## src/rtl/ldc_issue_pkg.sv

```systemverilog
// ---------------------------------------------------------------------------
// ldc_issue_pkg
// Shared defaults and types for the load-constant issue block.
//   LDC_DATA_W  : default constant width (C)
//   LDC_ADDR_W  : default register index width (R)
//   LDC_DEPTH   : default request FIFO depth (power of two, >= 2)
//   ldc_state_e : issue FSM state, 1-bit encoded
// ---------------------------------------------------------------------------
package ldc_issue_pkg;

    localparam int LDC_DATA_W = 20;
    localparam int LDC_ADDR_W = 6;
    localparam int LDC_DEPTH  = 4;

    typedef enum logic {
        IDLE = 1'b0,
        FILL = 1'b1
    } ldc_state_e;

endpackage

```

## src/rtl/ldc_issue_if.sv

```systemverilog
// ---------------------------------------------------------------------------
// ldc_issue_if
// Request and LDC-stage handshakes of the issue block.
//   req_valid/req_ready/req_const/req_reg : upstream load-constant requests
//   out_valid/out_ready/out_const/out_reg : C/R pair towards the LDC stage
// Modports:
//   master : the environment (drives requests, consumes C/R pairs)
//   slave  : the issue block
// ---------------------------------------------------------------------------
interface ldc_issue_if
    import ldc_issue_pkg::*;
#(
    parameter int DATA_W = LDC_DATA_W,
    parameter int ADDR_W = LDC_ADDR_W
) ();

    logic              req_valid;
    logic              req_ready;
    logic [DATA_W-1:0] req_const;
    logic [ADDR_W-1:0] req_reg;

    logic              out_valid;
    logic              out_ready;
    logic [DATA_W-1:0] out_const;
    logic [ADDR_W-1:0] out_reg;

    modport master (
        output req_valid, req_const, req_reg, out_ready,
        input  req_ready, out_valid, out_const, out_reg
    );

    modport slave (
        input  req_valid, req_const, req_reg, out_ready,
        output req_ready, out_valid, out_const, out_reg
    );

endinterface

```

## src/rtl/ldc_fifo.sv

```systemverilog
// ---------------------------------------------------------------------------
// ldc_fifo
// Request FIFO holding C/R pairs. Registered head, no write-to-read bypass:
// an entry pushed in one cycle is visible at the head from the next cycle.
// Ports:
//   clk, rst             : clock, synchronous active-high reset
//   push, push_const/reg : write an entry (caller guarantees not full)
//   pop                  : drop the head entry (caller guarantees not empty)
//   head_const/reg       : oldest entry (undefined when count == 0)
//   count                : occupancy, 0..DEPTH
// ---------------------------------------------------------------------------
module ldc_fifo
    import ldc_issue_pkg::*;
#(
    parameter int DATA_W = LDC_DATA_W,
    parameter int ADDR_W = LDC_ADDR_W,
    parameter int DEPTH  = LDC_DEPTH
) (
    input  logic                       clk,
    input  logic                       rst,
    input  logic                       push,
    input  logic [DATA_W-1:0]          push_const,
    input  logic [ADDR_W-1:0]          push_reg,
    input  logic                       pop,
    output logic [DATA_W-1:0]          head_const,
    output logic [ADDR_W-1:0]          head_reg,
    output logic [$clog2(DEPTH):0]     count
);

    localparam int PTR_W = $clog2(DEPTH);
    localparam int CNT_W = PTR_W + 1;

    logic [DATA_W-1:0] mem_const_q [DEPTH];
    logic [ADDR_W-1:0] mem_reg_q   [DEPTH];

    logic [PTR_W-1:0]  wr_ptr_q, wr_ptr_d;
    logic [PTR_W-1:0]  rd_ptr_q, rd_ptr_d;
    logic [CNT_W-1:0]  count_q,  count_d;

    // DEPTH is a power of two, so pointer overflow is the modulo wrap.
    always_comb begin
        wr_ptr_d = wr_ptr_q;
        rd_ptr_d = rd_ptr_q;
        count_d  = count_q;
        if (push) wr_ptr_d = wr_ptr_q + PTR_W'(1);
        if (pop)  rd_ptr_d = rd_ptr_q + PTR_W'(1);
        case ({push, pop})
            2'b10:   count_d = count_q + CNT_W'(1);
            2'b01:   count_d = count_q - CNT_W'(1);
            default: count_d = count_q;
        endcase
    end

    always_ff @(posedge clk) begin
        if (rst) begin
            wr_ptr_q <= '0;
            rd_ptr_q <= '0;
            count_q  <= '0;
        end else begin
            wr_ptr_q <= wr_ptr_d;
            rd_ptr_q <= rd_ptr_d;
            count_q  <= count_d;
        end
    end

    // Storage is data only; stale contents are never visible because the
    // top gates the head with count.
    always_ff @(posedge clk) begin
        if (push) begin
            mem_const_q[wr_ptr_q] <= push_const;
            mem_reg_q[wr_ptr_q]   <= push_reg;
        end
    end

    assign head_const = mem_const_q[rd_ptr_q];
    assign head_reg   = mem_reg_q[rd_ptr_q];
    assign count      = count_q;

endmodule

```

## src/rtl/ldc_issue.sv

```systemverilog
// ---------------------------------------------------------------------------
// ldc_issue
// Issues C/R pairs to the LDC stage, either from queued load-constant
// requests (IDLE) or as a bank fill that walks every register index with
// C = base + index (FILL).
// Ports:
//   clk, rst    : clock, synchronous active-high reset
//   bus         : ldc_issue_if.slave (request and LDC-stage handshakes)
//   fill_start  : pulse requesting a bank fill (only honoured when idle+empty)
//   fill_base   : fill seed, captured when the fill is accepted
//   busy        : FSM not idle or FIFO not empty
//   count       : FIFO occupancy
// ---------------------------------------------------------------------------
module ldc_issue
    import ldc_issue_pkg::*;
#(
    parameter int DATA_W = LDC_DATA_W,
    parameter int ADDR_W = LDC_ADDR_W,
    parameter int DEPTH  = LDC_DEPTH
) (
    input  logic                   clk,
    input  logic                   rst,
    ldc_issue_if.slave             bus,
    input  logic                   fill_start,
    input  logic [DATA_W-1:0]      fill_base,
    output logic                   busy,
    output logic [$clog2(DEPTH):0] count
);

    localparam int                CNT_W    = $clog2(DEPTH) + 1;
    localparam logic [CNT_W-1:0]  FULL_CNT = CNT_W'(DEPTH);
    localparam logic [ADDR_W-1:0] LAST_IDX = '1;

    ldc_state_e        state_q, state_d;
    logic [ADDR_W-1:0] idx_q,   idx_d;
    logic [DATA_W-1:0] base_q,  base_d;

    logic [CNT_W-1:0]  fifo_count;
    logic [DATA_W-1:0] head_const;
    logic [ADDR_W-1:0] head_reg;

    logic              req_ready;
    logic              push;
    logic              pop;
    logic              fill_go;
    logic              out_valid;
    logic [DATA_W-1:0] out_const;
    logic [ADDR_W-1:0] out_reg;

    ldc_fifo #(
        .DATA_W (DATA_W),
        .ADDR_W (ADDR_W),
        .DEPTH  (DEPTH)
    ) u_fifo (
        .clk        (clk),
        .rst        (rst),
        .push       (push),
        .push_const (bus.req_const),
        .push_reg   (bus.req_reg),
        .pop        (pop),
        .head_const (head_const),
        .head_reg   (head_reg),
        .count      (fifo_count)
    );

    always_comb begin
        // Ready never looks at out_ready: a full FIFO stays closed even while
        // the head is being consumed.
        req_ready = (state_q == IDLE) && (fifo_count < FULL_CNT);
        push      = bus.req_valid && req_ready;

        out_valid = 1'b0;
        out_const = '0;
        out_reg   = '0;
        if (state_q == FILL) begin
            out_valid = 1'b1;
            out_reg   = idx_q;
            out_const = base_q + DATA_W'(idx_q);
        end else if (fifo_count != '0) begin
            out_valid = 1'b1;
            out_reg   = head_reg;
            out_const = head_const;
        end

        pop = (state_q == IDLE) && out_valid && bus.out_ready;

        // A same-cycle push makes the FIFO non-empty, which blocks the fill.
        fill_go = (state_q == IDLE) && (fifo_count == '0) && fill_start && !push;

        state_d = state_q;
        idx_d   = idx_q;
        base_d  = base_q;
        case (state_q)
            IDLE: begin
                if (fill_go) begin
                    state_d = FILL;
                    idx_d   = '0;
                    base_d  = fill_base;
                end
            end
            FILL: begin
                if (bus.out_ready) begin
                    idx_d = idx_q + ADDR_W'(1);
                    if (idx_q == LAST_IDX) state_d = IDLE;
                end
            end
            default: state_d = IDLE;
        endcase
    end

    always_ff @(posedge clk) begin
        if (rst) begin
            state_q <= IDLE;
            idx_q   <= '0;
            base_q  <= '0;
        end else begin
            state_q <= state_d;
            idx_q   <= idx_d;
            base_q  <= base_d;
        end
    end

    assign bus.req_ready = req_ready;
    assign bus.out_valid = out_valid;
    assign bus.out_const = out_const;
    assign bus.out_reg   = out_reg;
    assign busy          = (state_q != IDLE) || (fifo_count != '0);
    assign count         = fifo_count;

endmodule
```

## src/flat_wrapper.sv

```systemverilog
// flat-port wrapper written by rule: the top's interface ports become plain ports
module ldc_issue_flat import ldc_issue_pkg::*;
#(
    parameter int DATA_W = LDC_DATA_W,
    parameter int ADDR_W = LDC_ADDR_W,
    parameter int DEPTH  = LDC_DEPTH
)
  (clk, rst, fill_start, fill_base, busy, count, bus_req_valid, bus_req_const, bus_req_reg, bus_out_ready, bus_req_ready, bus_out_valid, bus_out_const, bus_out_reg);
  ldc_issue_if #(.DATA_W(DATA_W), .ADDR_W(ADDR_W)) bus_i ();
  input  logic clk;
  input  logic rst;
  input  logic fill_start;
  input  logic [DATA_W-1:0] fill_base;
  output logic busy;
  output logic [$clog2(DEPTH):0] count;
  input wire logic [$bits(bus_i.req_valid)-1:0] bus_req_valid;
  input wire logic [$bits(bus_i.req_const)-1:0] bus_req_const;
  input wire logic [$bits(bus_i.req_reg)-1:0] bus_req_reg;
  input wire logic [$bits(bus_i.out_ready)-1:0] bus_out_ready;
  output wire logic [$bits(bus_i.req_ready)-1:0] bus_req_ready;
  output wire logic [$bits(bus_i.out_valid)-1:0] bus_out_valid;
  output wire logic [$bits(bus_i.out_const)-1:0] bus_out_const;
  output wire logic [$bits(bus_i.out_reg)-1:0] bus_out_reg;
  assign bus_i.req_valid = bus_req_valid;
  assign bus_i.req_const = bus_req_const;
  assign bus_i.req_reg = bus_req_reg;
  assign bus_i.out_ready = bus_out_ready;
  assign bus_req_ready = bus_i.req_ready;
  assign bus_out_valid = bus_i.out_valid;
  assign bus_out_const = bus_i.out_const;
  assign bus_out_reg = bus_i.out_reg;
  ldc_issue #(.DATA_W(DATA_W), .ADDR_W(ADDR_W), .DEPTH(DEPTH)) u_core (.clk(clk), .rst(rst), .bus(bus_i), .fill_start(fill_start), .fill_base(fill_base), .busy(busy), .count(count));
endmodule
```

## config.mk

```make
export PLATFORM = sky130hd
export DESIGN_NAME = ldc_issue_flat
export DESIGN_NICKNAME = d
export VERILOG_FILES = /design/src/rtl/ldc_issue_pkg.sv /design/src/rtl/ldc_issue_if.sv /design/src/rtl/ldc_fifo.sv /design/src/rtl/ldc_issue.sv /design/src/flat_wrapper.sv
export SDC_FILE = /design/constraint.sdc
export NUM_CORES = 1
export LEC_CHECK = 0
export CAP_MARGIN = 15
export CORE_MARGIN = 1
export CORE_UTILIZATION = 55
export CTS_CLUSTER_DIAMETER = 50
export DETAILED_ROUTE_END_ITERATION = 6
export PLACE_DENSITY = 0.8
export SYNTH_ARGS = -nofsm -noshare
export SYNTH_HDL_FRONTEND = slang
export SYNTH_HIERARCHICAL = 1
export SYNTH_SLANG_ARGS = --single-unit
```

## constraint.sdc

```tcl
create_clock -name clk -period 3 [get_ports clk]
set_input_delay 0.6 -clock clk [delete_from_list [all_inputs] [get_ports clk]]
set_output_delay 0.6 -clock clk [all_outputs]
set_load 0.1 [all_outputs]
```

## Word-level counts from Yosys, hierarchy flattened

Memory sizes are Yosys's and may differ from the RTL's. A register that Yosys moved wholly into a read port is not among the register bits.
Index checks and enable logic that the tools add are counted.

- Bits in latches: 0
- Bits of input ports: 51
- Word-level logic and storage cells: 55
- Bits in writable memories: 104
- Bits in read-only memories: 0
- Output and inout bits: 32
- Memories: 2
- Bits in registers: 34

Memories:

| memory | words | width | rd ports | clocked after Yosys merged registers in | wr ports | RTL line | source |
|---|---|---|---|---|---|---|---|
| u_core.u_fifo.mem_const_q | 4 | 20 | 1 | 1 | 1 | ldc_fifo.sv:33 | `logic [DATA_W-1:0] mem_const_q [DEPTH];` |
| u_core.u_fifo.mem_reg_q | 4 | 6 | 1 | 1 | 1 | ldc_fifo.sv:34 | `logic [ADDR_W-1:0] mem_reg_q [DEPTH];` |

- Shift-type cells: 0
- Add/subtract/negate cells: 6
- $mul: 0
- Bitwise gates (word level): 1
- Div/mod/pow operators: 0
- Order comparisons: 1
- Reductions and logical operators: 14
- Equal/unequal tests: 5
- Muxes and demuxes: 20

Operator list:

| operator | count |
|---|---|
| $mux 20 | 2 |
| $mux 6 | 4 |
| $add 20x6->20 | 1 |
| $pmux 6 s2 | 1 |
| $mux 2 | 4 |
| $logic_and 1x1->1 | 7 |
| $mux 1 | 7 |
| $add 6x1->6 const B | 1 |
| $eq 6x6->1 const B | 1 |
| $pmux 3 s2 | 1 |
| $add 2x1->2 const B | 2 |
| $reduce_and 2->1 | 2 |
| $add 3x1->3 const B | 1 |
| $logic_not 3->1 | 1 |
| $lt 3x3->1 const B | 1 |
| $reduce_bool 3->1 | 1 |
| $sub 3x1->3 const B | 1 |
| $eq 2x1->1 const B | 1 |
| $eq 2x2->1 const B | 1 |
| $ne 2x1->1 const B | 1 |
| $ne 2x2->1 const B | 1 |
| $pmux 1 s2 | 1 |
| $reduce_bool 2->1 | 1 |
| $logic_not 1->1 | 1 |
| other kinds (2) | 2 |

## Longest topological paths before layout

- Word-level depth: 7
- Depth in mapped cells: 10
- Gate-level depth less buffers: 9

## Hierarchy

Netlist, hierarchy kept.

Modules (own cells, without submodules):

| module | cells an instance | area each (sq um) | instances |
|---|---|---|---|
| ldc_fifo | 181 | 4220.3 | 1 |
| ldc_issue | 254 | 1854.3 | 1 |

## Worst setup path after synthesis

No wires, ideal clock.

- Path type: reg-to-output
- From: reg u_core.idx_q[0]
- To: out bus_out_const[8]
- Arrival: 4754 ps
- Path slack: -2354 ps
- Cell stages (with the launch flop): 8
- Cell sequence: dfxtp_1 ha_1 inv_1 fa_1 nand2b_1 a21oi_1 o21a_1 o311ai_0

- Cells in the longest elaborated chain, start to end: 2

Ends and longest elaborated chain:

| element | RTL line | source |
|---|---|---|
| start: declaration | ldc_issue.sv:35 | `logic [ADDR_W-1:0] idx_q, idx_d;` |
| start signal: assignment | ldc_issue.sv:118 | `idx_q <= idx_d;` |
| $add 20x6->20 | ldc_issue.sv:78 | `out_const = base_q + DATA_W'(idx_q);` |
| $mux 20 | ldc_issue.sv:75 | `if (state_q == FILL) begin` |
| end: declaration | flat_wrapper.sv:22 | `output wire logic [$bits(bus_i.out_const)-1:0] bus_out_const;` |

Every way passes these cells.

## Worst setup path in the final report

- From: reg u_core.base_q[0]
- To: out bus_out_const[10]

- Cells in the longest elaborated chain, start to end: 2

Ends and longest elaborated chain:

| element | RTL line | source |
|---|---|---|
| start: declaration | ldc_issue.sv:36 | `logic [DATA_W-1:0] base_q, base_d;` |
| start signal: assignment | ldc_issue.sv:119 | `base_q <= base_d;` |
| $add 20x6->20 | ldc_issue.sv:78 |  |
| $mux 20 | ldc_issue.sv:75 |  |

Every way passes these cells.

==> impl_metrics.csv <==
group,metric,value,unit
die,die_w,107.1,um
die,num_io_pins,83,
drt,vias_per_cell,5.991,
yosys,synthArstFlopShare,0,%
sta,max_slew_margin,59.95,%
setup_path,reg2regPathDepth,10,
yosys,synthCells,435,
yosys,yosysSeqAreaShare,63.27,%
placement,io_buffers,82,
drt,vias,4194,
clocking,cts_max_level,4,
clocking,cts_buffers,17,
hold_path,hold_path.class,"register to register",
sta,maxSlewViolCount,0,
yosys,synth_top_area_cell,"edfxtp_1",
clocking,clock_latency,0.52,ns
grt,antenna_found_initial,0,
yosys,synthMostInstantiatedCell,"edfxtp_1",
flow_run,cap_violations,0,
clocking,hold_buffers,0,
yosys,synth-seq-cells,140,
power_and_ir_drop,peakVddDrop,0.0008000,V
sta,layout_setup_ws,-0.2913,ns
die,std_cell_rows,38,
power_and_ir_drop,powerDensity,1035,nW/um2
final_layout,drive_gt1_share,31.07,%
setup_path,worstReg2RegStart,"u_core/u_fifo/count[2]",
setup_path,critPathSlowestCell,"dfxtp_2",
sta,max_freq,0.3038,GHz
setup_path,timing.rr.end,"u_core/u_fifo/count[2]",
setup_path,path_cells,"ha_4, inv_2, fa_2, nand2b_4, a21oi_2, buf_6, buf_12, o211ai_1, xor2_1, o21ai_4, buf_12",
run_status,violations,"setup timing",
final_layout,utilization,78.14,%
sta,worst_hold_slack,0.4983,ns
setup_path,crit_required,2.40,ns
placement,gp_congestion,0.8516,
clocking,cts_sinks,140,
yosys,syn-cell-area,6075,um2
placement,dpl_cell_area,7402,um2
final_layout,n_antenna_cell,0,
yosys,ys_top_cells_by_area,"edfxtp_1 (51%), dfxtp_1 (12%), mux4_2 (7.4%), nand2_1 (4.0%), a21oi_1 (2.7%)",
yosys,yosys.cell_types.count,46,
placement,hpwlAfterDp,8.421,mm
setup_path,path_common_cell,"buf_12",
die,die_area,11470,um2
yosys,ys_warn_count,6,
drt,dr.pass1.iters,4,
run_status,status,"finished, violations left",
clocking,cts_tree,"done",
drt,drc,0,
setup_path,critPathCaptureType,"output pin",
drt,totalWireLength,15.44,mm
yosys,synth-edff-count,104,
grt,grt_start_max_net_pins,27,
sta,setup_viol,15,
setup_path,r2r_slack,0.50,ns
yosys,synth_ff_type,"edfxtp_1",
grt,grt.total_usage,27.50,%
die,dieHeight,107.1,um
grt,gr-total-overflow,0,
die,core,10790,um2
setup_path,cp_max_fo,6,
hold_path,holdCritStartpoint,"u_core/base_q[3]",
yosys,synth_fp_nets,500,
clocking,cts-root-buf,"clkbuf_8",
grt,grt_pass1_wl,22.67,mm
final_layout,final_nets,612,
final_layout,syn2layout_area_growth,38.83,%
sta,clock_skew,0.006339,ns
setup_path,start_kind,"register",
yosys,synth.top_cell.area_share,51.41,%
setup_path,critPathKind,"register to output pin",
yosys,synth.top_cells.by_count,"edfxtp_1 (104), nand2_1 (65), dfxtp_1 (36)",
sta,fin_crit,3.291,ns
die,initial_core_util,56.28,%
drt,drt_iter0_drc,342,
clocking,path_clk_slew,0.06,ns
setup_path,max_stage_delay,0.36,ns
hold_path,holdPathEnd,"u_core/base_q[3]",
clocking,clk_path_buf_depth,2,
drt,ant_nets,0,
setup_path,cp.arrival,2.69,ns
hold_path,min_path_cells,2,
yosys,post_synth.cell_area_avg,13.96,um2
sta,tightest_slew,0.5989,ns
sta,period_share,109.7,%
sta,hold_viol,0,
final_layout,design_area,8433,um2
placement,pre_cts_slack,0.1433,ns
power_and_ir_drop,p_leak,2.898,nW
sta,grt_setup_unrepaired,"yes",
drt,wl_per_cell,22.05,um
grt,grt_pass1_vias,4089,
-- sequential cells by signal (all words and copies together) (netlist names), named ones only --
signal                     flops
u_core/state_q                 1
u_core/base_q                 20
u_core/u_fifo/mem_reg_q       24
u_core/idx_q                   6
u_core/u_fifo/count            3
u_core/u_fifo/mem_const_q     80
u_core/u_fifo/rd_ptr_q         2
u_core/u_fifo/wr_ptr_q         2
-- cell type report --
class | count | area, um2
Sequential cell | 140 | 3865
Clock inverter | 13 | 191.4
Fill cell | 561 | 2360
Timing Repair Buffer | 113 | 1339
Tap cell | 140 | 175.2
Clock buffer | 19 | 421.7
Inverter | 13 | 48.80
Multi-Input combinational cell | 262 | 2392
-- critical path, delay by kind of cell, from the launching register on --
family	cells	cell delay [ns]
adders and majority gates	2	0.51
buffers and inverters	4	0.47
AOI/OAI and AO/OA	3	0.47
DFF	1	0.36
xor gates and xnor gates	1	0.21
and+or+nand+nor	1	0.16
-- cell families (layout without fill, tap and decap cells) --
logic type | count (synthesis) | in the layout | share of synthesized area, %
AOI/OAI and AO/OA | 77 | 77 | 7.992
muxes | 28 | 28 | 10.34
xor gates and xnor gates | 22 | 22 | 3.172
DFF | 140 | 140 | 63.28
buffers and inverters | 33 | 158 | 2.986
and+or+nand+nor | 121 | 121 | 9.104
adders and majority gates | 14 | 14 | 3.131
-- report_power, final --
group / internal [W] / total, W / switching, W
clock: 0.00136 / 0.00215 / 0.000789
sequential: 0.00237 / 0.00252 / 0.000159
combinational: 0.00140 / 0.00406 / 0.00266
-- metal layers --
metal  share of wire (%)  global-route usage (%)
met5                   0                       0
met4                 3.1                   13.21
met3                 7.1                   7.538
met2                  50                   44.15
met1                  39                   34.68
-- how the worst max path moves through the flow --
stage	startpoint	cells past startpoint	endpoint
after floorplan	u_core/idx_q[0]	7	bus_out_const[8]
after global placement	u_core/idx_q[0]	10	bus_out_const[6]
after detailed placement	u_core/idx_q[0]	10	bus_out_const[6]
after CTS	u_core/idx_q[0]	10	bus_out_const[6]
after global routing	u_core/base_q[0]	11	bus_out_const[10]
final	u_core/base_q[0]	11	bus_out_const[10]
-- through the flow --
step           std cells  total power, W  TNS (ns)
2_1_floorplan        435        0.005236   -0.2403
3_3_place_gp         651        0.006436         0
5_1_grt              700        0.008976    -3.203
6_report             700        0.008728    -1.923
4_1_cts              692        0.008700    -1.174
3_5_place_dp         651        0.006493         0
-- timing repair --
action,CTS,global route
buffers inserted,9,8
gates resized for setup,42,13
pin swaps,19,15
setup endpoints to repair,16,16
-- placed cells by master, fill, tap and decap left out, types with 5 or more instances in the layout --
| master | instances |
|---|---|
| edfxtp_1 | 104 |
| nand2_1 | 65 |
| clkdlybuf4s50_1 | 50 |
| buf_4 | 31 |
| a21oi_1 | 30 |
| buf_12 | 28 |
| dfxtp_1 | 25 |
| nor2_1 | 20 |
| mux4_2 | 20 |
| clkbuf_16 | 16 |
| inv_1 | 11 |
| xor2_1 | 11 |
| o21ai_2 | 9 |
| o21ai_4 | 8 |
| dfxtp_2 | 8 |
| a22o_1 | 7 |
| and2_1 | 7 |
| xnor2_1 | 7 |
| ha_1 | 7 |
| mux4_1 | 6 |
| ha_4 | 5 |
(Power assumes the default switching activity.)
